[src/rtl/decoder_pipe_if.sv]
// decoder_pipe_if: instruction-in / decoded-fields-out handshake bundle.
interface decoder_pipe_if #(
  parameter int INST_WIDTH = 6,
  parameter int ADDR_WIDTH = 5,
  parameter int DATA_WIDTH = 8
);
  localparam int BW = INST_WIDTH + 2 * ADDR_WIDTH + DATA_WIDTH;
  logic [BW-1:0]         bus;
  logic                  in_valid;
  logic                  in_ready;
  logic                  out_valid;
  logic                  out_ready;
  logic [7:0]            ctrl_flags;
  logic [ADDR_WIDTH-1:0] Rd;
  logic [ADDR_WIDTH-1:0] Rs;
  logic [ADDR_WIDTH-1:0] Rt;
  logic [DATA_WIDTH-1:0] imm;
  logic                  illegal;
  logic                  waiting;
  modport master (
    output bus, in_valid, out_ready,
    input  in_ready, out_valid, ctrl_flags, Rd, Rs, Rt, imm, illegal, waiting
  );
  modport slave (
    input  bus, in_valid, out_ready,
    output in_ready, out_valid, ctrl_flags, Rd, Rs, Rt, imm, illegal, waiting
  );
endinterface

[src/rtl/decoder_pipe.sv]
// decoder_pipe: single-stage instruction decoder with debounced switch-wait states.
module decoder_pipe #(
  parameter int INST_WIDTH = 6,
  parameter int ADDR_WIDTH = 5,
  parameter int DATA_WIDTH = 8,
  parameter int DEBOUNCE   = 4
) (
  input logic           clk,
  input logic           n_reset,
  input logic           SW8,
  decoder_pipe_if.slave dp
);
  localparam int BW = INST_WIDTH + 2 * ADDR_WIDTH + DATA_WIDTH;
  localparam int CW = $clog2(DEBOUNCE + 1);
  localparam logic [CW-1:0] DB = CW'(DEBOUNCE);

  typedef enum logic [1:0] {RUN, WAIT_HI, WAIT_LO} state_t;

  state_t                state_q, state_d;
  logic [CW-1:0]         cnt_q, cnt_d;
  logic                  sync1_q, sync2_q;
  logic                  out_valid_q, out_valid_d;
  logic                  illegal_q, illegal_d;
  logic [7:0]            flags_q, flags_d, flags_dec;
  logic [ADDR_WIDTH-1:0] rd_q, rd_d, rs_q, rs_d;
  logic [DATA_WIDTH-1:0] imm_q, imm_d;
  logic [INST_WIDTH-1:0] opcode;
  logic                  legal, is_wait, in_rdy, xfer, sw_match;

  assign opcode   = dp.bus[BW-1 -: INST_WIDTH];
  assign legal    = (opcode >> 3) == '0;
  assign is_wait  = legal && opcode[2:1] == 2'b11;
  assign in_rdy   = state_q == RUN && (!out_valid_q || dp.out_ready);
  assign xfer     = dp.in_valid && in_rdy;
  assign sw_match = sync2_q == (state_q == WAIT_HI);

  always_comb begin
    flags_dec = 8'h00;
    if (legal)
      case (opcode[2:0])
        3'd0:    flags_dec = 8'h01;
        3'd1:    flags_dec = 8'h05;
        3'd2:    flags_dec = 8'h03;
        3'd3:    flags_dec = 8'h0B;
        3'd4:    flags_dec = 8'h20;
        3'd5:    flags_dec = 8'h11;
        default: flags_dec = 8'h00;
      endcase
  end

  // A pending output keeps draining through every state, including the waits.
  always_comb begin
    state_d     = state_q;
    cnt_d       = '0;
    out_valid_d = out_valid_q && !dp.out_ready;
    flags_d     = flags_q;
    illegal_d   = illegal_q;
    rd_d        = rd_q;
    rs_d        = rs_q;
    imm_d       = imm_q;
    if (state_q == RUN) begin
      if (xfer && is_wait)
        state_d = opcode[0] ? WAIT_LO : WAIT_HI;
      if (xfer && !is_wait) begin
        out_valid_d = 1'b1;
        flags_d     = flags_dec;
        illegal_d   = !legal;
        rd_d        = dp.bus[2*ADDR_WIDTH+DATA_WIDTH-1 -: ADDR_WIDTH];
        rs_d        = dp.bus[ADDR_WIDTH+DATA_WIDTH-1 -: ADDR_WIDTH];
        imm_d       = dp.bus[DATA_WIDTH-1:0];
      end
    end else if (cnt_q == DB)
      state_d = RUN;
    else
      cnt_d = sw_match ? cnt_q + 1'b1 : '0;
  end

  always_ff @(posedge clk or negedge n_reset) begin
    if (!n_reset) begin
      state_q     <= RUN;
      cnt_q       <= '0;
      sync1_q     <= 1'b0;
      sync2_q     <= 1'b0;
      out_valid_q <= 1'b0;
      flags_q     <= 8'h00;
      illegal_q   <= 1'b0;
      rd_q        <= '0;
      rs_q        <= '0;
      imm_q       <= '0;
    end else begin
      state_q     <= state_d;
      cnt_q       <= cnt_d;
      sync1_q     <= SW8;
      sync2_q     <= sync1_q;
      out_valid_q <= out_valid_d;
      flags_q     <= flags_d;
      illegal_q   <= illegal_d;
      rd_q        <= rd_d;
      rs_q        <= rs_d;
      imm_q       <= imm_d;
    end
  end

  assign dp.in_ready   = in_rdy;
  assign dp.out_valid  = out_valid_q;
  assign dp.ctrl_flags = flags_q;
  assign dp.illegal    = illegal_q;
  assign dp.Rd         = rd_q;
  assign dp.Rs         = rs_q;
  assign dp.Rt         = imm_q[ADDR_WIDTH-1:0];
  assign dp.imm        = imm_q;
  assign dp.waiting    = state_q != RUN;
endmodule

[src/flat_wrapper.sv]
// flat-port wrapper written by rule: the top's interface ports become plain ports
module decoder_pipe_flat 
#(
  parameter int INST_WIDTH = 6,
  parameter int ADDR_WIDTH = 5,
  parameter int DATA_WIDTH = 8,
  parameter int DEBOUNCE   = 4
)
  (clk, n_reset, SW8, dp_bus, dp_in_valid, dp_out_ready, dp_in_ready, dp_out_valid, dp_ctrl_flags, dp_Rd, dp_Rs, dp_Rt, dp_imm, dp_illegal, dp_waiting);
  decoder_pipe_if #(.INST_WIDTH(INST_WIDTH), .ADDR_WIDTH(ADDR_WIDTH), .DATA_WIDTH(DATA_WIDTH)) dp_i ();
  input logic clk;
  input logic n_reset;
  input logic SW8;
  input wire logic [$bits(dp_i.bus)-1:0] dp_bus;
  input wire logic [$bits(dp_i.in_valid)-1:0] dp_in_valid;
  input wire logic [$bits(dp_i.out_ready)-1:0] dp_out_ready;
  output wire logic [$bits(dp_i.in_ready)-1:0] dp_in_ready;
  output wire logic [$bits(dp_i.out_valid)-1:0] dp_out_valid;
  output wire logic [$bits(dp_i.ctrl_flags)-1:0] dp_ctrl_flags;
  output wire logic [$bits(dp_i.Rd)-1:0] dp_Rd;
  output wire logic [$bits(dp_i.Rs)-1:0] dp_Rs;
  output wire logic [$bits(dp_i.Rt)-1:0] dp_Rt;
  output wire logic [$bits(dp_i.imm)-1:0] dp_imm;
  output wire logic [$bits(dp_i.illegal)-1:0] dp_illegal;
  output wire logic [$bits(dp_i.waiting)-1:0] dp_waiting;
  assign dp_i.bus = dp_bus;
  assign dp_i.in_valid = dp_in_valid;
  assign dp_i.out_ready = dp_out_ready;
  assign dp_in_ready = dp_i.in_ready;
  assign dp_out_valid = dp_i.out_valid;
  assign dp_ctrl_flags = dp_i.ctrl_flags;
  assign dp_Rd = dp_i.Rd;
  assign dp_Rs = dp_i.Rs;
  assign dp_Rt = dp_i.Rt;
  assign dp_imm = dp_i.imm;
  assign dp_illegal = dp_i.illegal;
  assign dp_waiting = dp_i.waiting;
  decoder_pipe #(.INST_WIDTH(INST_WIDTH), .ADDR_WIDTH(ADDR_WIDTH), .DATA_WIDTH(DATA_WIDTH), .DEBOUNCE(DEBOUNCE)) u_core (.clk(clk), .n_reset(n_reset), .SW8(SW8), .dp(dp_i));
endmodule
[config.mk]
export PLATFORM = sky130hd
export DESIGN_NAME = decoder_pipe_flat
export DESIGN_NICKNAME = d
export VERILOG_FILES = /design/src/rtl/decoder_pipe_if.sv /design/src/rtl/decoder_pipe.sv /design/src/flat_wrapper.sv
export SDC_FILE = /design/constraint.sdc
export NUM_CORES = 1
export LEC_CHECK = 0
export CORE_MARGIN = 1
export CORE_UTILIZATION = 45
export CTS_CLUSTER_DIAMETER = 120
export DETAILED_ROUTE_END_ITERATION = 8
export GPL_ROUTABILITY_DRIVEN = 0
export PLACE_DENSITY = 0.84
export SYNTH_ARGS = -nofsm -noshare
export SYNTH_HDL_FRONTEND = slang
export SYNTH_SLANG_ARGS = --single-unit
[constraint.sdc]
create_clock -name clk -period 2.1 [get_ports clk]
set_clock_uncertainty 0.05 [all_clocks]
set_input_delay 0.21 -clock clk [delete_from_list [all_inputs] [get_ports clk]]
set_output_delay 0.21 -clock clk [all_outputs]
set_load 0.01 [all_outputs]
==> impl_metrics.toml <==
[global_route]
grt_max_degree = 34
antenna_found_initial = 0
gr-usage-all-layers_pct = 18.88
grt_pass1_wl_um = 4926
grt_pass1_vias = 1133
overflow = 0

[setup_path]
worstPathCellList = "nor2_4, and2_4, clkdlybuf4s50_1"
cp.required_ns = 1.84
crit_slowest_cell = "clkdlybuf4s50_1"
worstSetupPathType = "flop to primary output"
crit_fanout = 4
cpPeakStageDelay_ns = 0.55
arrival_ns = 1.63
crit_path_start_kind = "flop"
endpoint_kind = "primary output"

[drt]
vias_per_cell = 4.798
antenna_left = 0
drc = 0
wl_met1_um = 1321
first_iter_violations = 14
dr.pass1.iters = 2
wire_per_inst_um = 14.28
routed-wl-met3_um = 176
routed_wl_um = 3113
top_layer_used = "met4"
wl_met2_um = 1583
num_vias = 1046

[pwr]
p_per_area_mw_per_mm2 = 1297
leakage_nw = 0.9999
peakVddDrop_uv = 909.2

[flow_run]
cap_violations = 0

[timing]
setup_violations = 0
fin_tns_setup_ns = 0
slew_viol_final = 0
rsz0062_at_grt = "no"
finalHoldViolCount = 0
period_minus_slack_ns = 1.887
max_freq_mhz = 529.9
holdWs_ns = 0.2288
min_period_over_period_pct = 89.87
fin_ws_ns = 0.2127

[min_path]
hold_class = "input pin to async pin"

[layout]
final_area_sq_mm = 0.002191
diodes = 0
num-nets-final = 204
syn2layout_area_growth_pct = 42.71
layout-drive-gt1-share_pct = 21.26

[cts]
clkSlewWorstSetupHoldPaths_ns = 0.10
tritoncts = "built"
cts_max_level = 2
cts-buffers-inserted = 5
cts.sinks = 33
clockBufferDepth = 2
cts_hold_buf = 0
clk_latency_ns = 0.31
cts_setup_buffers = 0
root_buffer = "clkbuf_4"
cts_resized = 0

[synthesis]
yosys.area.top_type = "dfrtp_1"
synthesis.area_sq_mm = 0.001535
avgSynthCellArea_sq_um = 13.96
yosysUniqueCellTypes = 28
yosys-top-cells-area = "dfrtp_1 54%, mux2_4 17%, buf_4 3.4%"
synth_top_cell_area_share_pct = 53.79
seq_area_frac_synth_pct = 53.79
synth-seq-cells = 33
syn_inst = 110
synth_warnings = 0

[floorplanning]
die_height_um = 60.41
core_region_area_sq_mm = 0.003153
start_util_pct = 48.69
fp.dieW_um = 60.41
rows = 20
io_pins = 64
dieArea_sq_mm = 0.003649

[run_status]
status = "completed"

[placement]
port_buffers = 61
dp_slack_ns = 0.1469
hpwl_um = 2354
placed_area_sq_mm = 0.002140
[kinds of logic (layout without fill, tap and decap cells)]
logic type | count (synthesis) | count (layout) | share of synthesized area [%]
other | 1 | 2 | 0.2443
and+or+nand+nor | 25 | 25 | 11.00
buffers and inverters | 15 | 78 | 7.661
DFF | 33 | 33 | 53.79
adders and majority gates | 2 | 2 | 1.630
AOI/OAI and AO/OA | 13 | 13 | 6.357
muxes | 21 | 21 | 19.32
[worst max-delay path, delay by kind of cell, from the launching register on]
| kind | cells | cell delay, ns |
|---|---|---|
| simple gates | 2 | 0.33 |
| flops | 1 | 0.44 |
| buf+inv | 1 | 0.55 |
[stage by stage]
stage	std cells	total power [mW]	util (%)
after floorplan	111	1.884	-
after global placement	210	2.481	67.86
after detailed placement	210	2.530	67.86
after CTS	218	2.878	69.48
after global routing	218	3.012	69.48
final	218	2.841	69.48
[registers in the layout, indices dropped and copies added (netlist names)]
name / cells
u_core.state_q: 2
u_core.dp.imm: 8
u_core.sync1_q: 1
u_core.cnt_q: 3
u_core.dp.illegal: 1
u_core.dp.Rd: 5
u_core.dp.ctrl_flags: 6
u_core.sync2_q: 1
u_core.dp.out_valid: 1
u_core.dp.Rs: 5
[power breakdown]
group          internal [mW]  switching, mW
Sequential             0.894          0.182
Combinational          0.923          0.514
Clock                  0.128          0.200
Total                   1.95          0.896
[cells in the final DEF (no fill, tap or decap), drive strengths merged]
master,n
nand2b,2
o2bb2ai,2
and3,2
nand2,9
o31ai,3
o22a,1
o21ai,3
nand4,1
mux2i,3
dfrtp,33
nand3,3
a32o,2
nor2,5
clkdlybuf4s50,61
a22o,1
conb,2
clkbuf,6
inv,4
and2,2
buf,5
ha,2
clkinv,2
mux2,18
nor3,1
a21oi,1
[Yosys cell counts (all sizes together)]
cell type  number
buf            11
ha              2
nand2           9
mux2           18
a22o            1
nor2            5
dfrtp          33
and2            2
a21oi           1
inv             4
o31ai           3
nand4           1
o2bb2ai         2
o22a            1
nor3            1
nand3           3
a32o            2
o21ai           3
nand2b          2
conb            1
mux2i           3
and3            2
[routing by layer]
| metal | GRT usage, % | up-vias |
|---|---|---|
| met3 | 6.610 | 4 |
| met2 | 32.65 | 38 |
| met1 | 21.42 | 508 |
| li1 | - | 496 |
| met5 | 0 | - |
| met4 | 7.468 | 0 |
[layout make-up]
cell class | instances | area, sq um
clock buffers | 6 | 41.29
flip-flops and latches | 33 | 825.8
multi-input cells | 63 | 595.6
repair buffers | 66 | 648.1
well taps | 44 | 55.05
inverters | 4 | 15.01
fillers | 250 | 962.2
clock inverters | 2 | 10.01
[worst paths after layout]
path / from / to / slack (ns) / depth (start not counted)
worst min register to register: u_core.sync1_q / u_core.sync2_q / 0.31 / 0
worst max register to register: u_core.state_q[0] / u_core.dp.Rd[1] / 0.47 / 4
worst max-delay path: u_core.state_q[0] / dp_in_ready / 0.21 / 3
min in group clk: SW8 / u_core.sync1_q / 0.27 / 1
max in group asynchronous: n_reset / u_core.dp.illegal / 1.47 / 2
worst min-delay path: n_reset / u_core.dp.ctrl_flags[0] / 0.23 / 2
(Power assumes the default switching activity.)
